[src/rtl/voice_mix_sequencer.sv]
// Time-multiplexed voice mixer: walks the active voices one at a time over a req/ack
// handshake and accumulates their samples into a single Q8.16 mix per sample tick.
//
// state | meaning
// IDLE  | waiting for sample_tick
// SCAN  | pick lowest pending voice, or finish the frame when none remain
// REQ   | voice_req high, waiting for ack or timeout
// DONE  | mix_valid strobe, mix_out just updated
module voice_mix_sequencer #(
  parameter int NUM_VOICES   = 16,
  parameter int NUM_BITS_IN  = 18,
  parameter int NUM_BITS_OUT = 24,
  parameter int TIMEOUT      = 64
) (
  input  logic                    clk,
  input  logic                    rst_n,
  input  logic                    sample_tick,
  input  logic [NUM_VOICES-1:0]   voice_active,
  output logic                    voice_req,
  output logic [3:0]              voice_sel,
  input  logic                    voice_ack,
  input  logic [NUM_BITS_IN-1:0]  voice_data,
  output logic [NUM_BITS_OUT-1:0] mix_out,
  output logic                    mix_valid,
  output logic                    busy,
  output logic                    overrun,
  output logic                    timeout_err
);

  localparam int IDX_W = $clog2(NUM_VOICES);
  localparam int ACC_W = NUM_BITS_IN + IDX_W;
  localparam int PAD_W = NUM_BITS_OUT - ACC_W;
  localparam int TMO_W = $clog2(TIMEOUT + 1);

  typedef enum logic [1:0] {IDLE, SCAN, REQ, DONE} state_t;

  state_t                  state;
  logic [NUM_VOICES-1:0]   pend_mask;
  logic signed [ACC_W-1:0] acc;
  logic [TMO_W-1:0]        tmo_cnt;
  logic [IDX_W-1:0]        cur_idx;
  logic [IDX_W-1:0]        low_idx;
  logic [ACC_W-1:0]        data_ext;

  always_comb begin
    low_idx = '0;
    for (int i = NUM_VOICES - 1; i >= 0; i--) begin
      if (pend_mask[i]) low_idx = IDX_W'(i);
    end
  end

  assign data_ext  = {{IDX_W{voice_data[NUM_BITS_IN-1]}}, voice_data};
  assign voice_sel = 4'(cur_idx);

  always_ff @(posedge clk or negedge rst_n) begin
    if (!rst_n) begin
      state       <= IDLE;
      pend_mask   <= '0;
      acc         <= '0;
      tmo_cnt     <= '0;
      cur_idx     <= '0;
      voice_req   <= 1'b0;
      mix_out     <= '0;
      mix_valid   <= 1'b0;
      busy        <= 1'b0;
      overrun     <= 1'b0;
      timeout_err <= 1'b0;
    end else begin
      mix_valid   <= 1'b0;
      timeout_err <= 1'b0;
      overrun     <= sample_tick && (state != IDLE);
      case (state)
        IDLE: begin
          if (sample_tick) begin
            pend_mask <= voice_active;
            acc       <= '0;
            busy      <= 1'b1;
            state     <= SCAN;
          end
        end
        SCAN: begin
          if (pend_mask == '0) begin
            mix_out   <= {acc, {PAD_W{1'b0}}};
            mix_valid <= 1'b1;
            state     <= DONE;
          end else begin
            cur_idx   <= low_idx;
            tmo_cnt   <= TMO_W'(TIMEOUT - 1);
            voice_req <= 1'b1;
            state     <= REQ;
          end
        end
        REQ: begin
          // Ack wins over an expiring timer on the same edge.
          if (voice_ack) begin
            acc                <= acc + $signed(data_ext);
            pend_mask[cur_idx] <= 1'b0;
            voice_req          <= 1'b0;
            state              <= SCAN;
          end else if (tmo_cnt == '0) begin
            timeout_err        <= 1'b1;
            pend_mask[cur_idx] <= 1'b0;
            voice_req          <= 1'b0;
            state              <= SCAN;
          end else begin
            tmo_cnt <= tmo_cnt - 1'b1;
          end
        end
        DONE: begin
          busy  <= 1'b0;
          state <= IDLE;
        end
        default: state <= IDLE;
      endcase
    end
  end

endmodule

[config.mk]
export PLATFORM = sky130hd
export DESIGN_NAME = voice_mix_sequencer
export DESIGN_NICKNAME = d
export VERILOG_FILES = /design/src/rtl/voice_mix_sequencer.sv
export SDC_FILE = /design/constraint.sdc
export NUM_CORES = 1
export LEC_CHECK = 0
export ABC_AREA = 0
export BUFFER_PORTS_ARGS = -buffer_cell sky130_fd_sc_hd__buf_2
export CAP_MARGIN = 20
export CORE_MARGIN = 2
export CORE_UTILIZATION = 56
export CTS_CLUSTER_SIZE = 14
export DETAILED_ROUTE_END_ITERATION = 6
export GPL_TIMING_DRIVEN = 1
export PLACE_DENSITY = 0.82
export SLEW_MARGIN = 20
export SYNTH_ARGS = -nofsm -noshare
export SYNTH_HDL_FRONTEND = slang
export SYNTH_SLANG_ARGS = --single-unit
[constraint.sdc]
create_clock -name clk -period 3.2 [get_ports clk]
set_input_delay 0.16 -clock clk [delete_from_list [all_inputs] [get_ports clk]]
set_output_delay 0.16 -clock clk [all_outputs]
set_load 0.005 [all_outputs]
[After elaboration in Yosys (flattened, before gate mapping)]
Index checks and enable logic that the tools add are counted.
Storage, ports and cells
  memory bits (read-only): 0
  input bits: 38
  bits in writable memories: 0
  latch bits: 0
  register bits: 78
  memories kept: 0
  logic and storage cells: 89
Operators by class
  eq/ne operators: 9
  muxes and demuxes: 45
  $lt $le $gt $ge: 2
  shifts and indexed selects: 0
  multiply operators: 0
  add/subtract/negate cells: 2
  reduce and logical (&&, ||, !) cells: 17
  bitwise gates (word level): 3
  div/mod/pow operators: 0
Operators by type and width (count)
  4-bit two-way mux: 16
  16-bit two-way mux: 3
  22-bit two-way mux: 2
  22-bit case mux with 2 select lines: 1
  16-bit case mux with 2 select lines: 1
  22-bit by 18-bit adder with 22-bit output: 1
  7-bit two-way mux: 3
  16-bit AND: 1
  16-bit zero test: 1
  16-bit inverter: 1
  7-bit case mux with 2 select lines: 1
  1-bit two-way mux: 11
  2-bit != test (second input constant): 5
  3-bit AND reduction: 3
  2-bit case mux with 4 select lines: 1
  2-bit AND reduction: 4
  2-bit nonzero test: 4
  7-bit zero test: 1
  7-bit by 1-bit subtractor with 7-bit output (second input constant): 1
  2-bit two-way mux: 3
  4-bit by 5-bit less-than comparator with 1-bit output (second input constant): 1
  1-bit demux with 4-bit select: 1
  2-bit == test (second input constant): 2
  4-bit by 1-bit greater-or-equal comparator with 1-bit output (second input constant): 1
  7 further kinds: 9

[Longest topological paths before layout]
  depth in word-level cells: 16
  gate-level depth with buffers: 11
  gate-level depth less buffers: 11

[Worst setup path after synthesis]
OpenSTA, ideal clock, no wires.
  path type: reg2reg
  from: register acc[0]
  to: register acc[20]
  arrival: 2.059 ns
  library setup time: 0.127 ns
  clock period less this slack: 2.186 ns
  setup slack: 1.014 ns
  path buffers: 0
  cell stages (with the launch flop): 12
  cells stage by stage: dfrtp_1 -> ha_1 -> inv_1 -> fa_1 -> nand2b_1 -> a21oi_1 -> o41ai_2 -> o21a_2 -> o21ai_1 -> a21oi_1 -> xor2_1 -> o21ai_1
On the way
  cells in the longest elaborated chain, start to end: 3
Ends and longest elaborated chain
  from (decl): line 39  | logic signed [ACC_W-1:0] acc;
  from (signal assigned): line 96  | acc <= acc + $signed(data_ext);
  22-bit by 18-bit adder with 22-bit output: line 96
  22-bit two-way mux: line 95  | if (voice_ack) begin
  22-bit case mux with 2 select lines: line 72  | case (state)
No other way between the ends. The select of a mux whose other input is x is not followed.
A chain may end at the register's enable or synchronous reset.

[Final worst setup path]
Ends and elaborated chain as after synthesis.

==> flow_summary.json <==
{
  "cp.required_ps": 3420,
  "dieArea_um2": 8490,
  "p_int_w": 0.00247,
  "grt_pass1_wl_mm": 16.6,
  "clk_latency_ps": 350,
  "die_y_um": 92.2,
  "grt_use_met2_pct": 38.5,
  "rows": 32,
  "core-area_um2": 7650,
  "clockRootBuffer": "clkbuf_8",
  "async_flop_share_pct": 100,
  "fin_setup_tns_ps": 0,
  "htreeDepth": 3,
  "fin_nets": 572,
  "synth_edf_count": 0,
  "ys_seq_elements": 78,
  "rsz0062_at_grt": "false",
  "end_kind": "register",
  "io_pins": 71,
  "vias": 3630,
  "ys_dominant_reg_cell": "dfrtp_1",
  "crit_type": "reg2reg",
  "netlist-cell-type-count": 54,
  "grtUsageMet1_pct": 33.4,
  "synth_fa_ha_area_share_pct": 7.07,
  "globalplace.congestion": 0.883,
  "wl_per_cell_um": 15.5,
  "hold_class": "in2reg",
  "grt_busiest_layer": "met2",
  "hold_violations": 0,
  "worstMarginPinSlew_ps": 703,
  "cts_tree": "built",
  "clk_path_buf_depth": 2,
  "yosys-top-cells-area": "dfrtp_1 (45%), ha_1 (6.6%), mux2_2 (5.7%), nand2_1 (5.0%), o21ai_0 (4.6%)",
  "synth.cell_area_um2": 4350,
  "post-place-ws_ps": 697,
  "max_cap_viol_count": 0,
  "syn_avg_cell_area_um2": 9.92,
  "synthMostInstantiatedCell": "dfrtp_1",
  "grt_overflow": 0,
  "synth_xor_area_share_pct": 4.83,
  "fin_crit_ps": 2570,
  "grt_antenna_before_repair": 0,
  "power.net_switching_w": 0.00179,
  "critPathArrivalTime_ps": 2790,
  "syn_inst": 439,
  "drt_iter0_markers": 243,
  "synth_top_area_share_pct": 44.8,
  "grt_util_met3_pct": 5.42,
  "p_clk_share_pct": 16.9,
  "grt_usage_pct": 24.3,
  "fill_cells": 602,
  "grt_max_degree": 79,
  "fin_crit_sh_pct": 80.5,
  "drt-total-wl_mm": 9.58,
  "outcome": "complete, no violations",
  "drive_gt1_share_pct": 24.9,
  "hold_ws_ps": 20.6,
  "port_buffers": 68,
  "synth_top_area_cell": "dfrtp_1",
  "drc": 0,
  "rrSetupSlack_ps": 630,
  "diodes": 0,
  "postRouteAntennaNets": 0,
  "numCtsBuffers": 9,
  "power_density_nw_per_um2": 851,
  "drv_slew": 0,
  "synthTopCellsByCount": "dfrtp_1 (78), nand2_1 (58), o21ai_0 (40), a21oi_1 (34), ha_1 (23)",
  "die_x_um": 92.2,
  "grt_pass1_vias": 3519,
  "clock-sinks": 78,
  "slew_headroom_pct": 53.1,
  "fin_worst_skew_ps": 9.58,
  "swShare_pct": 42.0,
  "synth-simple-area-share_pct": 14.4,
  "routed_via_density": 5.88,
  "hpwl_mm": 6.73,
  "first_pass_iters": 5,
  "cp-start-kind": "register",
  "area_delta_synth_final_pct": 14.9,
  "ir_drop_mv": 0.380,
  "ys_seq_area_share_pct": 44.8,
  "worst_slack_ps": 625,
  "synth_mux_area_share_pct": 5.69,
  "seqPwrFrac_pct": 36.9,
  "setup_viol": 0,
  "path_clk_slew_ps": 90,
  "worstPathMaxFanout": 3,
  "synth_top_family_by_area": "compound AO/OA/AOI/OAI gates",
  "initial_core_util_pct": 56.9,
  "yosysWarningCount": 0,
  "leakage_nw": 2.43,
  "max_freq_ghz": 0.388,
  "power_frac_comb_pct": 46.2,
  "synth-compound-area-share_pct": 19.9
}
[logic make-up (layout without fill, tap and decap cells)]
kind of cell / Yosys count / in the layout
compound gates: 133 / 133
xor+xnor: 24 / 24
fa+ha+maj: 24 / 24
buf+inv: 29 / 104
flops: 78 / 78
mux: 22 / 22
other cells: 1 / 2
simple gates: 128 / 128
[power by group through the flow]
| stage | clock network (W) | registers (W) | logic (W) |
|---|---|---|---|
| CTS | 0.000740 | 0.00156 | 0.00195 |
| global route | 0.000788 | 0.00161 | 0.00220 |
| floorplan | 0 | 0.00151 | 0.00150 |
| finish | 0.000721 | 0.00157 | 0.00197 |
| detailed placement | 0 | 0.00158 | 0.00192 |
| global placement | 0 | 0.00157 | 0.00186 |
[repair_timing]
| item | 4_1_cts | 5_1_grt |
|---|---|---|
| endpoints found under the hold margin | 35 | 0 |
| buffers inserted | 0 | 0 |
| resized for setup | 0 | 0 |
| hold buffers | 3 | 0 |
[state kept, by name, indices dropped and copies added (netlist names)]
register and cells:
voice_req 1, busy 1, mix_valid 1, tmo_cnt 7, voice_sel 4, state 2, timeout_err 1, overrun 1
acc 22, pend_mask 16, mix_out 22
[layer usage]
layer  part of all wire (%)  routed length [um]
met5                      0                   0
met4                    2.1                 201
met3                    5.0                 478
met2                     47                4460
met1                     46                4440
[worst paths after layout]
kind / startpoint / end / depth (start not counted)
max in group asynchronous: rst_n / mix_out[5]$_DFFE_PN0P_ / 2
worst max register to register: acc[0]$_DFFE_PN0P_ / acc[20]$_DFFE_PN0P_ / 11
worst min-delay path: voice_active[6] / pend_mask[6]$_DFFE_PN0P_ / 2
worst max-delay path: acc[0]$_DFFE_PN0P_ / acc[20]$_DFFE_PN0P_ / 11
worst min register to register: mix_out[15]$_DFFE_PN0P_ / mix_out[15]$_DFFE_PN0P_ / 1
min in group asynchronous: rst_n / mix_out[7]$_DFFE_PN0P_ / 2
[worst max-delay path, stage by stage (launching register included)]
cell,delay [ps]
dfrtp_1,400
ha_1,200
inv_1,70
fa_1,170
nand2b_1,170
a21oi_1,130
o41ai_2,540
o21a_2,270
o21ai_1,80
a21oi_1,180
xor2_1,160
o21ai_1,70
[stage by stage]
stage	utilization [%]	cells	power (W)	instance area, um^2
floorplan	-	440	0.00301	4360
global placement	62.5	598	0.00343	4780
detailed placement	62.5	598	0.00351	4780
CTS	65.4	617	0.00426	5000
global route	65.4	617	0.00460	5000
finish	65.4	617	0.00426	5000
[cell usage in the layout (no fill, tap or decap), types with 2 or more instances in the layout]
cell	netlist	routed
dlygate4sd3_1	0	3
a21oi_2	3	3
nor2_1	14	14
and3_1	3	3
nand3_1	5	5
a21oi_1	34	34
xor2_1	12	12
xnor2_1	12	12
nor2b_1	2	2
inv_1	12	12
nor3_1	16	16
nand4_1	5	5
nor4_1	5	5
buf_4	2	5
o21a_1	5	5
nand2b_1	8	8
ha_1	23	23
conb_1	1	2
buf_2	0	67
nand2_1	58	58
o21ai_2	3	3
o21ai_0	40	40
clkinvlp_4	0	2
o211ai_1	2	2
nor4_2	2	2
a21o_1	9	9
clkbuf_8	0	12
a22o_1	16	16
dfrtp_1	78	78
o21ai_1	4	4
o21bai_1	3	3
mux2_2	22	22
[area by class of cell]
type | count | area [um^2] | share of cell area [%]
Tap cell | 102 | 128 | 2.55
Sequential cell | 78 | 1950 | 39.0
Timing Repair Buffer | 76 | 414 | 8.28
Inverter | 12 | 45.0 | 0.900
Multi-Input combinational cell | 333 | 2270 | 45.4
Clock inverter | 4 | 28.8 | 0.575
Clock buffer | 12 | 165 | 3.30
No activity file was read; power rests on OpenSTA's default activity.
